<file path="config.mk">
export PLATFORM = sky130hd
export DESIGN_NAME = uart_frame_parser_flat
export DESIGN_NICKNAME = d
export VERILOG_FILES = /design/src/rtl/uart_frame_parser_if.sv /design/src/rtl/uart_frame_parser.sv /design/src/flat_wrapper.sv
export SDC_FILE = /design/constraint.sdc
export NUM_CORES = 1
export LEC_CHECK = 0
export CORE_UTILIZATION = 45
export CTS_BUF_LIST = sky130_fd_sc_hd__clkbuf_8
export DETAILED_ROUTE_END_ITERATION = 12
export GPL_ROUTABILITY_DRIVEN = 1
export MAX_ROUTING_LAYER = met4
export PLACE_DENSITY = 0.66
export SETUP_SLACK_MARGIN = 0.05
export SLEW_MARGIN = 10
export SYNTH_ARGS = -nofsm -noshare
export SYNTH_HDL_FRONTEND = slang
export SYNTH_SLANG_ARGS = --single-unit
</file>
<file path="constraint.sdc">
create_clock -name sys_clk -period 9.1 [get_ports sys_clk]
set_clock_uncertainty 0.2 [all_clocks]
set_input_delay 1.365 -clock sys_clk [delete_from_list [all_inputs] [get_ports sys_clk]]
set_output_delay 1.365 -clock sys_clk [all_outputs]
set_load 0.01 [all_outputs]
</file>
<file path="src/rtl/uart_frame_parser_if.sv">
// Byte-in / framed-payload-out bundle for uart_frame_parser.
// The slave modport is the parser. The master modport is the UART receiver and payload consumer side.
interface uart_frame_parser_if;
  logic [7:0] uart_data;
  logic       uart_done;
  logic [7:0] out_data;
  logic       out_valid;
  logic       out_ready;
  logic       out_last;
  logic       frame_ok;
  logic       frame_err;
  logic [1:0] err_code;
  logic       rx_drop;

  modport slave (
    input  uart_data, uart_done, out_ready,
    output out_data, out_valid, out_last, frame_ok, frame_err, err_code, rx_drop
  );

  modport master (
    output uart_data, uart_done, out_ready,
    input  out_data, out_valid, out_last, frame_ok, frame_err, err_code, rx_drop
  );
endinterface

</file>
<file path="src/rtl/uart_frame_parser.sv">
// Builds header/len/payload/checksum frames from UART bytes; payload is valid one cycle after the checksum strobe and is held while out_ready is low.
// Bytes that arrive while payload drains are dropped. Optional inter-byte gap timeout: UART_FRAME_TIMEOUT_EN.
module uart_frame_parser #(
  parameter int unsigned CLK_FREQ      = 65000000,
  parameter int unsigned UART_BPS      = 115200,
  parameter int unsigned MAX_LEN       = 16,
  parameter logic [7:0]  HEADER        = 8'hA5,
  parameter int unsigned TIMEOUT_BYTES = 4
) (
  input logic                sys_clk,
  input logic                sys_rst,
  uart_frame_parser_if.slave bus
);
  localparam int IW = (MAX_LEN > 1) ? $clog2(MAX_LEN) : 1;
  localparam int LW = $clog2(MAX_LEN + 1);

  typedef enum logic [2:0] {S_IDLE, S_LEN, S_DATA, S_CSUM, S_OUT} state_t;

  state_t        r_state, w_state_nxt;
  logic          r_done_d;
  logic [LW-1:0] r_len;
  logic [7:0]    r_sum;
  logic [IW-1:0] r_wr_ptr, r_rd_ptr;
  logic [7:0]    r_buf [MAX_LEN];
  logic          r_frame_ok, r_frame_err, r_rx_drop;
  logic [1:0]    r_err_code;

  logic       w_byte_stb, w_len_ok, w_out_vld, w_last, w_hs, w_timeout;
  logic       w_ok_nxt, w_err_nxt, w_drop_nxt;
  logic [1:0] w_code_nxt;

  // done_d resets high so a done level held through reset release is not a byte.
  assign w_byte_stb = bus.uart_done & ~r_done_d;
  assign w_len_ok   = (bus.uart_data != 8'd0) && (bus.uart_data <= 8'(MAX_LEN));
  assign w_out_vld  = (r_state == S_OUT);
  assign w_last     = (LW'(r_rd_ptr) == r_len - LW'(1));
  assign w_hs       = w_out_vld & bus.out_ready;

`ifdef UART_FRAME_TIMEOUT_EN
  localparam longint unsigned TO_CYC_L =
    64'(TIMEOUT_BYTES) * 64'd10 * 64'(CLK_FREQ) / 64'(UART_BPS);
  localparam int unsigned TO_CYC = 32'(TO_CYC_L);
  localparam int TW = (TO_CYC > 1) ? $clog2(TO_CYC) : 1;

  logic [TW-1:0] r_timer;
  logic          w_timing;

  assign w_timing  = (r_state == S_LEN) || (r_state == S_DATA) || (r_state == S_CSUM);
  // A byte arriving on the expiry cycle wins and restarts the gap count.
  assign w_timeout = w_timing && !w_byte_stb && (r_timer == TW'(TO_CYC - 1));

  always_ff @(posedge sys_clk or posedge sys_rst) begin
    if (sys_rst) begin
      r_timer <= '0;
    end else if (!w_timing || w_byte_stb || w_timeout) begin
      r_timer <= '0;
    end else begin
      r_timer <= r_timer + TW'(1);
    end
  end
`else
  logic w_unused_cfg;
  assign w_unused_cfg = ^{CLK_FREQ, UART_BPS, TIMEOUT_BYTES};
  assign w_timeout    = 1'b0;
`endif

  always_ff @(posedge sys_clk or posedge sys_rst) begin
    if (sys_rst) begin
      r_state <= S_IDLE;
    end else begin
      r_state <= w_state_nxt;
    end
  end

  always_comb begin
    w_state_nxt = r_state;
    w_ok_nxt    = 1'b0;
    w_err_nxt   = 1'b0;
    w_drop_nxt  = 1'b0;
    w_code_nxt  = r_err_code;
    unique case (r_state)
      S_IDLE: if (w_byte_stb && bus.uart_data == HEADER) w_state_nxt = S_LEN;
      S_LEN: begin
        if (w_byte_stb) begin
          if (w_len_ok) begin
            w_state_nxt = S_DATA;
          end else begin
            w_state_nxt = S_IDLE;
            w_err_nxt   = 1'b1;
            w_code_nxt  = 2'd1;
          end
        end
      end
      S_DATA: if (w_byte_stb && (LW'(r_wr_ptr) == r_len - LW'(1))) w_state_nxt = S_CSUM;
      S_CSUM: begin
        if (w_byte_stb) begin
          if (bus.uart_data == r_sum) begin
            w_state_nxt = S_OUT;
            w_ok_nxt    = 1'b1;
          end else begin
            w_state_nxt = S_IDLE;
            w_err_nxt   = 1'b1;
            w_code_nxt  = 2'd2;
          end
        end
      end
      S_OUT: begin
        if (w_hs && w_last) w_state_nxt = S_IDLE;
        w_drop_nxt = w_byte_stb;
      end
      default: w_state_nxt = S_IDLE;
    endcase
    if (w_timeout) begin
      w_state_nxt = S_IDLE;
      w_err_nxt   = 1'b1;
      w_code_nxt  = 2'd3;
    end
  end

  always_ff @(posedge sys_clk or posedge sys_rst) begin
    if (sys_rst) begin
      r_done_d    <= 1'b1;
      r_len       <= '0;
      r_sum       <= '0;
      r_wr_ptr    <= '0;
      r_rd_ptr    <= '0;
      r_frame_ok  <= 1'b0;
      r_frame_err <= 1'b0;
      r_err_code  <= 2'd0;
      r_rx_drop   <= 1'b0;
      for (int i = 0; i < int'(MAX_LEN); i++) r_buf[i] <= 8'd0;
    end else begin
      r_done_d    <= bus.uart_done;
      r_frame_ok  <= w_ok_nxt;
      r_frame_err <= w_err_nxt;
      r_err_code  <= w_code_nxt;
      r_rx_drop   <= w_drop_nxt;
      if (w_byte_stb && r_state == S_LEN && w_len_ok) begin
        r_len    <= LW'(bus.uart_data);
        r_sum    <= bus.uart_data;
        r_wr_ptr <= '0;
      end
      if (w_byte_stb && r_state == S_DATA) begin
        r_buf[r_wr_ptr] <= bus.uart_data;
        r_sum           <= r_sum + bus.uart_data;
        r_wr_ptr        <= r_wr_ptr + IW'(1);
      end
      if (w_ok_nxt) begin
        r_rd_ptr <= '0;
      end else if (w_hs) begin
        r_rd_ptr <= r_rd_ptr + IW'(1);
      end
    end
  end

  assign bus.out_valid = w_out_vld;
  assign bus.out_data  = w_out_vld ? r_buf[r_rd_ptr] : 8'd0;
  assign bus.out_last  = w_out_vld & w_last;
  assign bus.frame_ok  = r_frame_ok;
  assign bus.frame_err = r_frame_err;
  assign bus.err_code  = r_err_code;
  assign bus.rx_drop   = r_rx_drop;
endmodule

</file>
<file path="src/flat_wrapper.sv">
// flat-port wrapper written by rule: the top's interface ports become plain ports
module uart_frame_parser_flat 
#(
  parameter int unsigned CLK_FREQ      = 65000000,
  parameter int unsigned UART_BPS      = 115200,
  parameter int unsigned MAX_LEN       = 16,
  parameter logic [7:0]  HEADER        = 8'hA5,
  parameter int unsigned TIMEOUT_BYTES = 4
)
  (sys_clk, sys_rst, bus_uart_data, bus_uart_done, bus_out_ready, bus_out_data, bus_out_valid, bus_out_last, bus_frame_ok, bus_frame_err, bus_err_code, bus_rx_drop);
  uart_frame_parser_if bus_i ();
  input logic sys_clk;
  input logic sys_rst;
  input wire logic [$bits(bus_i.uart_data)-1:0] bus_uart_data;
  input wire logic [$bits(bus_i.uart_done)-1:0] bus_uart_done;
  input wire logic [$bits(bus_i.out_ready)-1:0] bus_out_ready;
  output wire logic [$bits(bus_i.out_data)-1:0] bus_out_data;
  output wire logic [$bits(bus_i.out_valid)-1:0] bus_out_valid;
  output wire logic [$bits(bus_i.out_last)-1:0] bus_out_last;
  output wire logic [$bits(bus_i.frame_ok)-1:0] bus_frame_ok;
  output wire logic [$bits(bus_i.frame_err)-1:0] bus_frame_err;
  output wire logic [$bits(bus_i.err_code)-1:0] bus_err_code;
  output wire logic [$bits(bus_i.rx_drop)-1:0] bus_rx_drop;
  assign bus_i.uart_data = bus_uart_data;
  assign bus_i.uart_done = bus_uart_done;
  assign bus_i.out_ready = bus_out_ready;
  assign bus_out_data = bus_i.out_data;
  assign bus_out_valid = bus_i.out_valid;
  assign bus_out_last = bus_i.out_last;
  assign bus_frame_ok = bus_i.frame_ok;
  assign bus_frame_err = bus_i.frame_err;
  assign bus_err_code = bus_i.err_code;
  assign bus_rx_drop = bus_i.rx_drop;
  uart_frame_parser #(.CLK_FREQ(CLK_FREQ), .UART_BPS(UART_BPS), .MAX_LEN(MAX_LEN), .HEADER(HEADER), .TIMEOUT_BYTES(TIMEOUT_BYTES)) u_core (.sys_clk(sys_clk), .sys_rst(sys_rst), .bus(bus_i));
endmodule
</file>
==> results.sh, run 1 <==
export IMPL_p_switching_uw=635
export IMPL_timing_max_transition_violations_final=0
export IMPL_port_buffers=26
export IMPL_hold_depth=2
export IMPL_final_fill_count=1441
export IMPL_crit_fanout=36
export IMPL_hold_violations=0
export IMPL_worstMarginPinSlew_ns=1.09
export IMPL_critPathLaunch="u_core.r_rd_ptr[1]$_DFFE_PP0P_"
export IMPL_cts_tree="built"
export IMPL_async_flop_share_pct=100
export IMPL_synthesized_cell_area_um2=7930
export IMPL_maxSlewHeadroom_pct=27.1
export IMPL_timing_critical_path_from_type="register"
export IMPL_grt_ovfl_total=0
export IMPL_syn_avg_cell_area_um2=14.1
export IMPL_final_setup_viol_count=0
export IMPL_ant_nets=0
export IMPL_timing_setup_tns_ns=0
export IMPL_power_clock_fraction_pct=24.0
export IMPL_route_detailed_drc=0
export IMPL_worst_r2r_path_depth=5
export IMPL_routabilityCongestion=0.800
export IMPL_tritoncts_num_buffers=17
export IMPL_cts_root_buf="sky130_fd_sc_hd__clkbuf_8"
export IMPL_synth_nets=589
export IMPL_seq_power_share_pct=49.4
export IMPL_placement_rows=48
export IMPL_grtUsageTotal_pct=21.9
export IMPL_die_x_um=135
export IMPL_drv_max_cap_violation_count=0
export IMPL_place_detailed_hpwl_um=10900
export IMPL_route_vias_total=4724
export IMPL_layout_area_overhead_vs_synth_pct=9.09
export IMPL_core_um2=17200
export IMPL_cts_repair_timing_setup_buffer_count=0
export IMPL_share_of_final_layout_standard_cells_stronger_than_drive_strength_1_pct=29.0
export IMPL_critical_path_slowest_cell="sky130_fd_sc_hd__dfrtp_2"
export IMPL_internal_power_mw=1.41
export IMPL_cp_cell_sequence="mux4_1 > mux4_2 > and2_1 > clkdlybuf4s50_1"
export IMPL_die_area_um2=18200
export IMPL_grt_antenna_before_repair=0
export IMPL_design_final_nets=600
export IMPL_required_time_of_the_critical_path_ns=7.54
export IMPL_route_detailed_wl_per_inst_um=21.6
export IMPL_number_of_synthesized_flops_with_an_enable_pin=0
export IMPL_timing_final_crit_share_pct=53.9
export IMPL_antenna_diode_count=0
export IMPL_first_global_vias=5154
export IMPL_synth_seq_area_share_pct=49.9
export IMPL_cts_max_path_buffers=2
export IMPL_min_period_ns=4.91
export IMPL_power_share_switching_pct=31.0
export IMPL_synth_seq_cells=158
export IMPL_power_static_leakage_nw=3.92
export IMPL_cp_data_arrival_time_ns=3.34
export IMPL_initial_core_util_pct=46.0
export IMPL_critical_setup_path_kind="reg -> out"
export IMPL_hold_class="reg -> reg"
export IMPL_synth_lib_cells_used_distinct=56
export IMPL_num_io_pins=27
export IMPL_crit_path_end_kind="primary output"
export IMPL_cts_htree_levels=4
export IMPL_first_pass_iters=4
export IMPL_numClockSinks=158
export IMPL_r2r_start="u_core.r_state[2]$_DFFE_PP0P_"
export IMPL_grt_pass1_wl_um=28600
export IMPL_total_power_draw_mw=2.05
export IMPL_chipHeight_um=135
export IMPL_stdcell_count=812
export IMPL_power_frac_comb_pct=26.6
export IMPL_clock_transition_at_the_register_clock_pins_on_the_worst_setup_and_hold_paths_after_cts_ns=0.08
export IMPL_yosys_warnings=0
export IMPL_power_density_nw_per_um2=237
export IMPL_outcome="finished, final reports clean"
export IMPL_cts_resized_gates=0
export IMPL_vdd_ir_drop_max_uv=125
export IMPL_syn_inst=563
export IMPL_cts_hold_repair_buffers=0
export IMPL_drt_iter0_markers=320
export IMPL_synth_top_flop_cell="sky130_fd_sc_hd__dfrtp_1"
export IMPL_final_common_cell="sky130_fd_sc_hd__dfrtp_1"
export IMPL_hp_start="u_core.r_buf[17]$_DFFE_PP0P_"
export IMPL_grt_setup_unrepaired="no"
export IMPL_totalWireLength_um=17600
export IMPL_critical_path_max_stage_delay_ns=1.09
export IMPL_clock_latency_ns=0.45
export IMPL_avgViaCountPerCell=5.82
export IMPL_place_detailed_instances=780
export IMPL_clock_fmax_mhz=204
export IMPL_mostFrequentLayoutCells="sky130_fd_sc_hd__dfrtp_1, sky130_fd_sc_hd__mux2_2, sky130_fd_sc_hd__nand2_1, sky130_fd_sc_hd__clkdlybuf4s50_1, sky130_fd_sc_hd__mux4_2"
export IMPL_grt_max_degree=82
==> cells in the mapped netlist, drive strengths merged (3+ instances only) <==
cell type | instances | area, um2
a221o | 6 | 60.1
inv | 12 | 45.0
and2 | 10 | 62.6
nand4 | 8 | 50.1
mux2 | 118 | 1330
xnor2 | 7 | 61.3
nor2 | 19 | 73.8
nand3 | 16 | 215
a21o | 3 | 22.5
xor2 | 9 | 78.8
a21oi | 6 | 30.0
a211oi | 4 | 30.0
dfrtp | 157 | 3930
nor3 | 7 | 46.3
nor4 | 4 | 31.3
nand2b | 3 | 18.8
o21ai | 21 | 105
ha | 13 | 163
clkbuf | 17 | 63.8
mux4 | 40 | 957
nor2b | 8 | 50.1
o21a | 4 | 30.0
buf | 19 | 146
nand2 | 26 | 97.6
==> state kept, by name, summed over array words and instances, names as in the netlist <==
register and cells:
u_core.r_buf 128, u_core.bus.frame_ok 1, u_core.bus.err_code 2, u_core.r_done_d 1, u_core.r_wr_ptr 4, u_core.bus.rx_drop 1, u_core.r_sum 8, u_core.r_len 5
u_core.r_state 3, u_core.r_rd_ptr 4, u_core.bus.frame_err 1
==> per-layer routing <==
metal / vias up / part of all wire, % / track usage [%]
met5: - / 0 / -
met4: 0 / 1.9 / 7.43
met3: 22 / 4.1 / 4.09
met2: 102 / 49 / 34.9
met1: 2472 / 45 / 28.4
li1: 2128 / - / -
==> final timing paths <==
kind,slack [ns],to
setup / recovery,4.19,bus_out_data[1]
hold / removal,0.28,u_core.r_buf[17]$_DFFE_PP0P_
setup reg to reg,6.34,u_core.r_buf[21]$_DFFE_PP0P_
hold reg to reg,0.28,u_core.r_buf[17]$_DFFE_PP0P_
max in group asynchronous,5.92,u_core.r_rd_ptr[1]$_DFFE_PP0P_
min in group asynchronous,1.21,u_core.r_buf[55]$_DFFE_PP0P_
==> layout make-up <==
type	count	area (um2)	area share, %
Inverter	12	50.0	0.578
Multi-Input combinational cell	357	3720	43.0
Tap cell	225	282	3.25
Timing Repair Buffer	28	275	3.18
Clock buffer	18	248	2.86
Clock inverter	14	119	1.37
Sequential cell	158	3960	45.7
==> power by group through the flow <==
stage          Clock (mW)  Sequential [mW]  Combinational [mW]
6_report            0.491             1.01               0.544
5_1_grt             0.532             1.04               0.604
4_1_cts             0.503             1.01               0.548
3_5_place_dp            0             1.02               0.546
3_3_place_gp            0             1.01               0.521
2_1_floorplan           0            0.977               0.464
==> worst max-delay path, delay by kind of cell (launching register included) <==
| family | cells | cell delay [ns] |
|---|---|---|
| DFF | 1 | 1.09 |
| and+or+nand+nor | 1 | 0.17 |
| buffers and inverters | 1 | 0.47 |
| muxes | 2 | 1.16 |
==> cells by family after synthesis <==
logic type,share of synthesized area (%)
multiplexers,29.1
flip-flops,49.9
AND/OR/NAND/NOR,8.99
AO/OA/AOI/OAI,4.80
buffers and inverters,3.22
XOR/XNOR,1.77
adder cells (fa/ha/maj),2.30
==> stage by stage <==
step           area (um2)  setup WS, ns  hold slack (ns)  utilization (%)
2_1_floorplan        7930          3.27            0.242                -
3_3_place_gp         8290          4.70            0.254             48.1
3_5_place_dp         8290          4.64            0.265             48.1
4_1_cts              8650          4.15            0.285             50.2
5_1_grt              8650          4.07            0.312             50.2
6_report             8650          4.19            0.284             50.2
Note: power is estimated with default switching activity, not from simulation.
==> run 2: changes to the inputs <==
==> constraint.sdc (replaced) <==
create_clock -name sys_clk -period 5.1 [get_ports sys_clk]
set_clock_uncertainty 0.2 [all_clocks]
set_input_delay 0.765 -clock sys_clk [delete_from_list [all_inputs] [get_ports sys_clk]]
set_output_delay 0.765 -clock sys_clk [all_outputs]
set_load 0.01 [all_outputs]
==> run 2 against run 1 <==
Critical path depth did not move; sequential share of layout area fell by 0.15 points; cell count rose by 0.37%; global-route usage barely moved; via count rose by 0.19%; register-to-register slack got worse by 3.9 ns; largest power group unchanged.
==> results.sh, run 2 (synthesized netlist as in run 1, its figures left out) <==
export IMPL_outcome="finished, final reports clean"
export IMPL_grt_antenna_before_repair=0
export IMPL_timing_setup_tns_ns=0
export IMPL_die_area_um2=18200
export IMPL_power_density_nw_per_um2=419
export IMPL_crit_fanout=33
export IMPL_grt_pass1_wl_um=28400
export IMPL_antenna_diode_count=0
export IMPL_tritoncts_num_buffers=17
export IMPL_grt_max_degree=159
export IMPL_hold_class="reg -> reg"
export IMPL_clock_fmax_mhz=235
export IMPL_worstMarginPinSlew_ns=0.979
export IMPL_cts_resized_gates=0
export IMPL_timing_max_transition_violations_final=0
export IMPL_largest_register_ffs=128
export IMPL_final_common_cell="sky130_fd_sc_hd__dfrtp_1"
export IMPL_timing_critical_path_from_type="register"
export IMPL_mostFrequentLayoutCells="sky130_fd_sc_hd__dfrtp_1, sky130_fd_sc_hd__mux2_2, sky130_fd_sc_hd__nand2_1, sky130_fd_sc_hd__clkdlybuf4s50_1, sky130_fd_sc_hd__mux4_2"
export IMPL_num_io_pins=27
export IMPL_routabilityCongestion=0.799
export IMPL_critical_setup_path_kind="reg -> out"
export IMPL_chipHeight_um=135
export IMPL_avgViaCountPerCell=5.81
export IMPL_core_um2=17200
export IMPL_grtUsageTotal_pct=21.9
export IMPL_worst_hold_slack_after_final_layout_ns=0.279
export IMPL_grt_ovfl_total=0
export IMPL_cp_cell_sequence="mux4_1 > mux4_2 > and2_1 > clkdlybuf4s50_1"
export IMPL_area_after_detailed_placement_um2=8320
export IMPL_hold_violations=0
export IMPL_clock_latency_ns=0.45
export IMPL_ant_nets=0
export IMPL_numClockSinks=158
export IMPL_cts_hold_repair_buffers=0
export IMPL_final_setup_viol_count=0
export IMPL_place_detailed_hpwl_um=11000
export IMPL_first_pass_iters=4
export IMPL_drv_max_cap_violation_count=0
export IMPL_first_global_vias=5131
export IMPL_placement_rows=48
export IMPL_final_design_area_no_fill_um2=8680
export IMPL_clock_transition_at_the_register_clock_pins_on_the_worst_setup_and_hold_paths_after_cts_ns=0.08
export IMPL_drt_iter0_markers=351
export IMPL_timing_critical_path_buf_inv=1
export IMPL_required_time_of_the_critical_path_ns=4.14
export IMPL_min_period_ns=4.25
export IMPL_timing_final_crit_share_pct=83.3
export IMPL_grt_setup_unrepaired="no"
export IMPL_cts_htree_levels=4
export IMPL_maxSlewHeadroom_pct=34.7
export IMPL_route_detailed_drc=0
export IMPL_route_detailed_wl_per_inst_um=21.4
export IMPL_top_register="u_core.r_buf"
export IMPL_layout_area_overhead_vs_synth_pct=9.43
export IMPL_final_fill_count=1459
export IMPL_crit_path_end_kind="primary output"
export IMPL_route_vias_total=4733
export IMPL_post_route_util_pct=50.4
export IMPL_cts_root_buf="sky130_fd_sc_hd__clkbuf_8"
export IMPL_design_final_nets=603
export IMPL_cpLargestDelayFamily="multiplexers"
export IMPL_critical_path_slowest_cell="sky130_fd_sc_hd__dfrtp_2"
export IMPL_vdd_ir_drop_max_uv=232
export IMPL_initial_core_util_pct=46.0
export IMPL_port_buffers=26
export IMPL_power_static_leakage_nw=3.93
export IMPL_cts_tree="built"
export IMPL_die_x_um=135
export IMPL_cts_max_path_buffers=2
export IMPL_cts_repair_timing_setup_buffer_count=0
export IMPL_cp_data_arrival_time_ns=3.28
export IMPL_totalWireLength_um=17400
export IMPL_largestRegisters="u_core.r_buf (128), u_core.r_sum (8), u_core.r_len (5)"
export IMPL_critical_path_max_stage_delay_ns=1.01
export IMPL_share_of_final_layout_standard_cells_stronger_than_drive_strength_1_pct=29.7
export IMPL_total_power_draw_mw=3.64
[run 2: cell types whose count changed in the layout (fill, tap and decap cells not counted), sizes merged]
cell    previous run  this run
bufinv             1         0
buf                2         5
clkinv             3         4
inv               18        16
clkbuf            18        20
[run 2: worst register-to-register path: stages (launching register included)]
cell and delay, ns:
sky130_fd_sc_hd__dfrtp_1 0.43, sky130_fd_sc_hd__nand2b_1 0.26, sky130_fd_sc_hd__nor3_4 0.20, sky130_fd_sc_hd__buf_4 0.35, sky130_fd_sc_hd__nand4_1 0.63, sky130_fd_sc_hd__mux2_2 0.52
[run 2: power by group]
part	switching (mW)	internal (mW)	leakage, nW
sequential	0.210	1.59	2.10
clock	0.473	0.378	0.184
combinational	0.453	0.532	1.65
total	1.14	2.50	3.93
[run 2: worst paths after layout]
kind / startpoint / slack [ns] / cells past startpoint / to
hold reg to reg: u_core.r_buf[73]$_DFFE_PP0P_ / 0.28 / 2 / u_core.r_buf[73]$_DFFE_PP0P_
hold / removal: u_core.r_buf[73]$_DFFE_PP0P_ / 0.28 / 2 / u_core.r_buf[73]$_DFFE_PP0P_
min in group asynchronous: sys_rst / 0.72 / 3 / u_core.r_buf[70]$_DFFE_PP0P_
setup / recovery: u_core.r_rd_ptr[0]$_DFFE_PP0P_ / 0.85 / 4 / bus_out_data[0]
max in group asynchronous: sys_rst / 3.35 / 3 / u_core.r_rd_ptr[0]$_DFFE_PP0P_
setup reg to reg: u_core.r_state[2]$_DFFE_PP0P_ / 2.40 / 5 / u_core.r_buf[7]$_DFFE_PP0P_
[run 2: layout make-up]
class | instances | area [um2] | area share [%]
Sequential cell | 158 | 3960 | 45.6
Multi-Input combinational cell | 357 | 3720 | 42.9
Timing Repair Buffer | 31 | 310 | 3.57
Tap cell | 225 | 282 | 3.24
Clock buffer | 20 | 275 | 3.17
Clock inverter | 12 | 85.1 | 0.980
Inverter | 12 | 48.8 | 0.562
[run 2: routing by layer]
| layer | routed length (um) | up-vias | part of all wire (%) | GRT usage [%] |
|---|---|---|---|---|
| met5 | 0 | - | 0 | - |
| met1 | 7550 | 2480 | 43 | 26.8 |
| met4 | 220 | 0 | 1.3 | 5.93 |
| li1 | - | 2122 | - | - |
| met2 | 8970 | 106 | 51 | 37.0 |
| met3 | 683 | 25 | 3.9 | 4.47 |
[run 2: through the flow]
step	instances	setup slack [ns]
final	815	0.851
after global routing	815	0.691
after CTS	815	0.796
after detailed placement	783	1.31
after global placement	783	1.32
after floorplan	563	2.13
==> run 3: changes to the inputs <==
--- a/config.mk
+++ b/config.mk
@@ -10,7 +10,7 @@
 export DETAILED_ROUTE_END_ITERATION = 12
 export GPL_ROUTABILITY_DRIVEN = 1
 export MAX_ROUTING_LAYER = met4
-export PLACE_DENSITY = 0.66
+export PLACE_DENSITY = 0.68
 export SETUP_SLACK_MARGIN = 0.05
 export SLEW_MARGIN = 10
 export SYNTH_ARGS = -nofsm -noshare
==> constraint.sdc (replaced) <==
create_clock -name sys_clk -period 3.8 [get_ports sys_clk]
set_clock_uncertainty 0.2 [all_clocks]
set_input_delay 0.57 -clock sys_clk [delete_from_list [all_inputs] [get_ports sys_clk]]
set_output_delay 0.57 -clock sys_clk [all_outputs]
set_load 0.01 [all_outputs]
==> run 3 against run 2 <==
Sequential share of layout area fell by 1.0 points; non-clock buffer count rose by 15; power rose by 42%; setup slack got worse by 0.71 ns; wire length rose by 4.3%; critical path depth rose by 1; core utilization rose by 1.2 points; count of clock-buffer cells in the layout fell by 2; hold slack improved by 0.0038 ns; via count rose by 4.2%; largest cell class unchanged; cell area rose by 2.3%; clock power rose by 65%.
==> results.sh, run 3 (synthesized netlist as in run 1, its figures left out) <==
export IMPL_chipHeight_um=135
export IMPL_drv_max_cap_violation_count=0
export IMPL_die_area_um2=18200
export IMPL_largestRegisters="u_core.r_buf (128), u_core.r_sum (8), u_core.r_len (5)"
export IMPL_placement_rows=48
export IMPL_hold_class="reg -> reg"
export IMPL_grtUsageTotal_pct=22.6
export IMPL_clock_fmax_mhz=273
export IMPL_cts_max_path_buffers=2
export IMPL_ant_nets=0
export IMPL_maxSlewHeadroom_pct=43.2
export IMPL_clock_latency_ns=0.46
export IMPL_num_io_pins=27
export IMPL_share_of_final_layout_standard_cells_stronger_than_drive_strength_1_pct=31.0
export IMPL_grt_max_degree=159
export IMPL_numClockSinks=158
export IMPL_cts_root_buf="sky130_fd_sc_hd__clkbuf_8"
export IMPL_top_layer="met4"
export IMPL_top_register="u_core.r_buf"
export IMPL_cts_htree_levels=4
export IMPL_grt_pass1_wl_um=29200
export IMPL_timing_setup_tns_ns=0
export IMPL_totalWireLength_um=18200
export IMPL_core_um2=17200
export IMPL_first_global_vias=5202
export IMPL_die_x_um=135
export IMPL_vdd_ir_drop_max_uv=251
export IMPL_worstMarginPinSlew_ns=0.852
export IMPL_final_setup_viol_count=0
export IMPL_dr_wl_met3_um=983
export IMPL_mostFrequentLayoutCells="sky130_fd_sc_hd__dfrtp_1, sky130_fd_sc_hd__mux2_2, sky130_fd_sc_hd__nand2_1, sky130_fd_sc_hd__clkdlybuf4s50_1, sky130_fd_sc_hd__mux4_2"
export IMPL_layout_area_overhead_vs_synth_pct=12.0
export IMPL_clock_transition_at_the_register_clock_pins_on_the_worst_setup_and_hold_paths_after_cts_ns=0.08
export IMPL_power_static_leakage_nw=4.05
export IMPL_cts_repair_timing_setup_buffer_count=0
export IMPL_worst_hold_slack_after_final_layout_ns=0.283
export IMPL_avgViaCountPerCell=5.95
export IMPL_design_final_nets=618
export IMPL_largest_register_ffs=128
export IMPL_cp_data_arrival_time_ns=2.89
export IMPL_total_power_draw_mw=5.18
export IMPL_crit_path_end_kind="primary output"
export IMPL_cts_tree="built"
export IMPL_grt_antenna_before_repair=1
export IMPL_outcome="finished, final reports clean"
export IMPL_route_vias_total=4930
export IMPL_grt_ovfl_total=0
export IMPL_grt_setup_unrepaired="no"
export IMPL_critical_setup_path_kind="reg -> out"
export IMPL_timing_critical_path_from_type="register"
export IMPL_place_detailed_hpwl_um=11600
export IMPL_required_time_of_the_critical_path_ns=3.03
export IMPL_wirelength_met1_um=7350
export IMPL_final_common_cell="sky130_fd_sc_hd__dfrtp_1"
export IMPL_routabilityCongestion=0.811
export IMPL_first_pass_iters=4
export IMPL_met2_length_um=9420
export IMPL_route_detailed_drc=0
export IMPL_power_density_nw_per_um2=583
export IMPL_min_period_ns=3.66
export IMPL_timing_final_crit_share_pct=96.3
export IMPL_port_buffers=26
export IMPL_place_detailed_instances=798
export IMPL_route_detailed_wl_per_inst_um=21.9
export IMPL_crit_fanout=20
export IMPL_drt_iter0_markers=355
export IMPL_stdcell_count=829
export IMPL_tritoncts_num_buffers=17
export IMPL_timing_max_transition_violations_final=0
export IMPL_hold_violations=0
export IMPL_initial_core_util_pct=46.0
-- run 3: worst paths after layout --
check | cells past startpoint | endpoint | slack, ns | startpoint
min in group asynchronous | 3 | u_core.r_buf[78]$_DFFE_PP0P_ | 0.49 | sys_rst
min reg2reg | 2 | u_core.r_buf[105]$_DFFE_PP0P_ | 0.28 | u_core.r_buf[105]$_DFFE_PP0P_
max in group asynchronous | 3 | u_core.r_rd_ptr[1]$_DFFE_PP0P_ | 2.24 | sys_rst
max reg2reg | 6 | u_core.r_sum[7]$_DFFE_PP0P_ | 1.49 | u_core.r_sum[1]$_DFFE_PP0P_
max | 5 | bus_out_data[3] | 0.14 | u_core.r_rd_ptr[0]$_DFFE_PP0P_
min | 2 | u_core.r_buf[105]$_DFFE_PP0P_ | 0.28 | u_core.r_buf[105]$_DFFE_PP0P_
-- run 3: layout make-up --
type,count,area [um2]
tap,225,282
inverter,12,48.8
timing repair buffer,46,427
clock buffer,18,248
sequential,158,3960
clock inverter,12,196
multi-input combinational,357,3720
antenna,1,2.50
fill,1419,8350
-- run 3: stage by stage --
step / cell area (um2) / util [%] / worst slack [ns]
after floorplan: 7940 / - / 1.03
after CTS: 8880 / 51.5 / 0.0773
final: 8880 / 51.5 / 0.139
after global placement: 8430 / 48.9 / 0.667
after detailed placement: 8430 / 48.9 / 0.614
after global routing: 8880 / 51.5 / 0.0514
-- run 3: worst max-delay path, stage by stage (launching register included) --
cell and delay, ns:
sky130_fd_sc_hd__dfrtp_2 0.36, sky130_fd_sc_hd__buf_4 0.31, sky130_fd_sc_hd__mux4_1 0.62, sky130_fd_sc_hd__mux4_2 0.49
sky130_fd_sc_hd__and2_1 0.18, sky130_fd_sc_hd__clkdlybuf4s50_1 0.47
-- run 3: power by group --
| group | leakage, nW | switching (mW) | internal, mW |
|---|---|---|---|
| logic | 1.72 | 0.621 | 0.718 |
| clock network | 0.227 | 0.610 | 0.789 |
| registers | 2.10 | 0.299 | 2.14 |
| total | 4.05 | 1.53 | 3.65 |
-- run 3: repair_timing --
action	CTS	global route
gates resized for setup	0	1
hold buffers	0	0
setup endpoints to repair	0	2
-- run 3: routing by layer --
metal	up-vias	GRT usage (%)
li1	2149	-
met1	2581	26.5
met2	162	38.1
met3	38	5.18
met4	0	8.36
met5	-	-
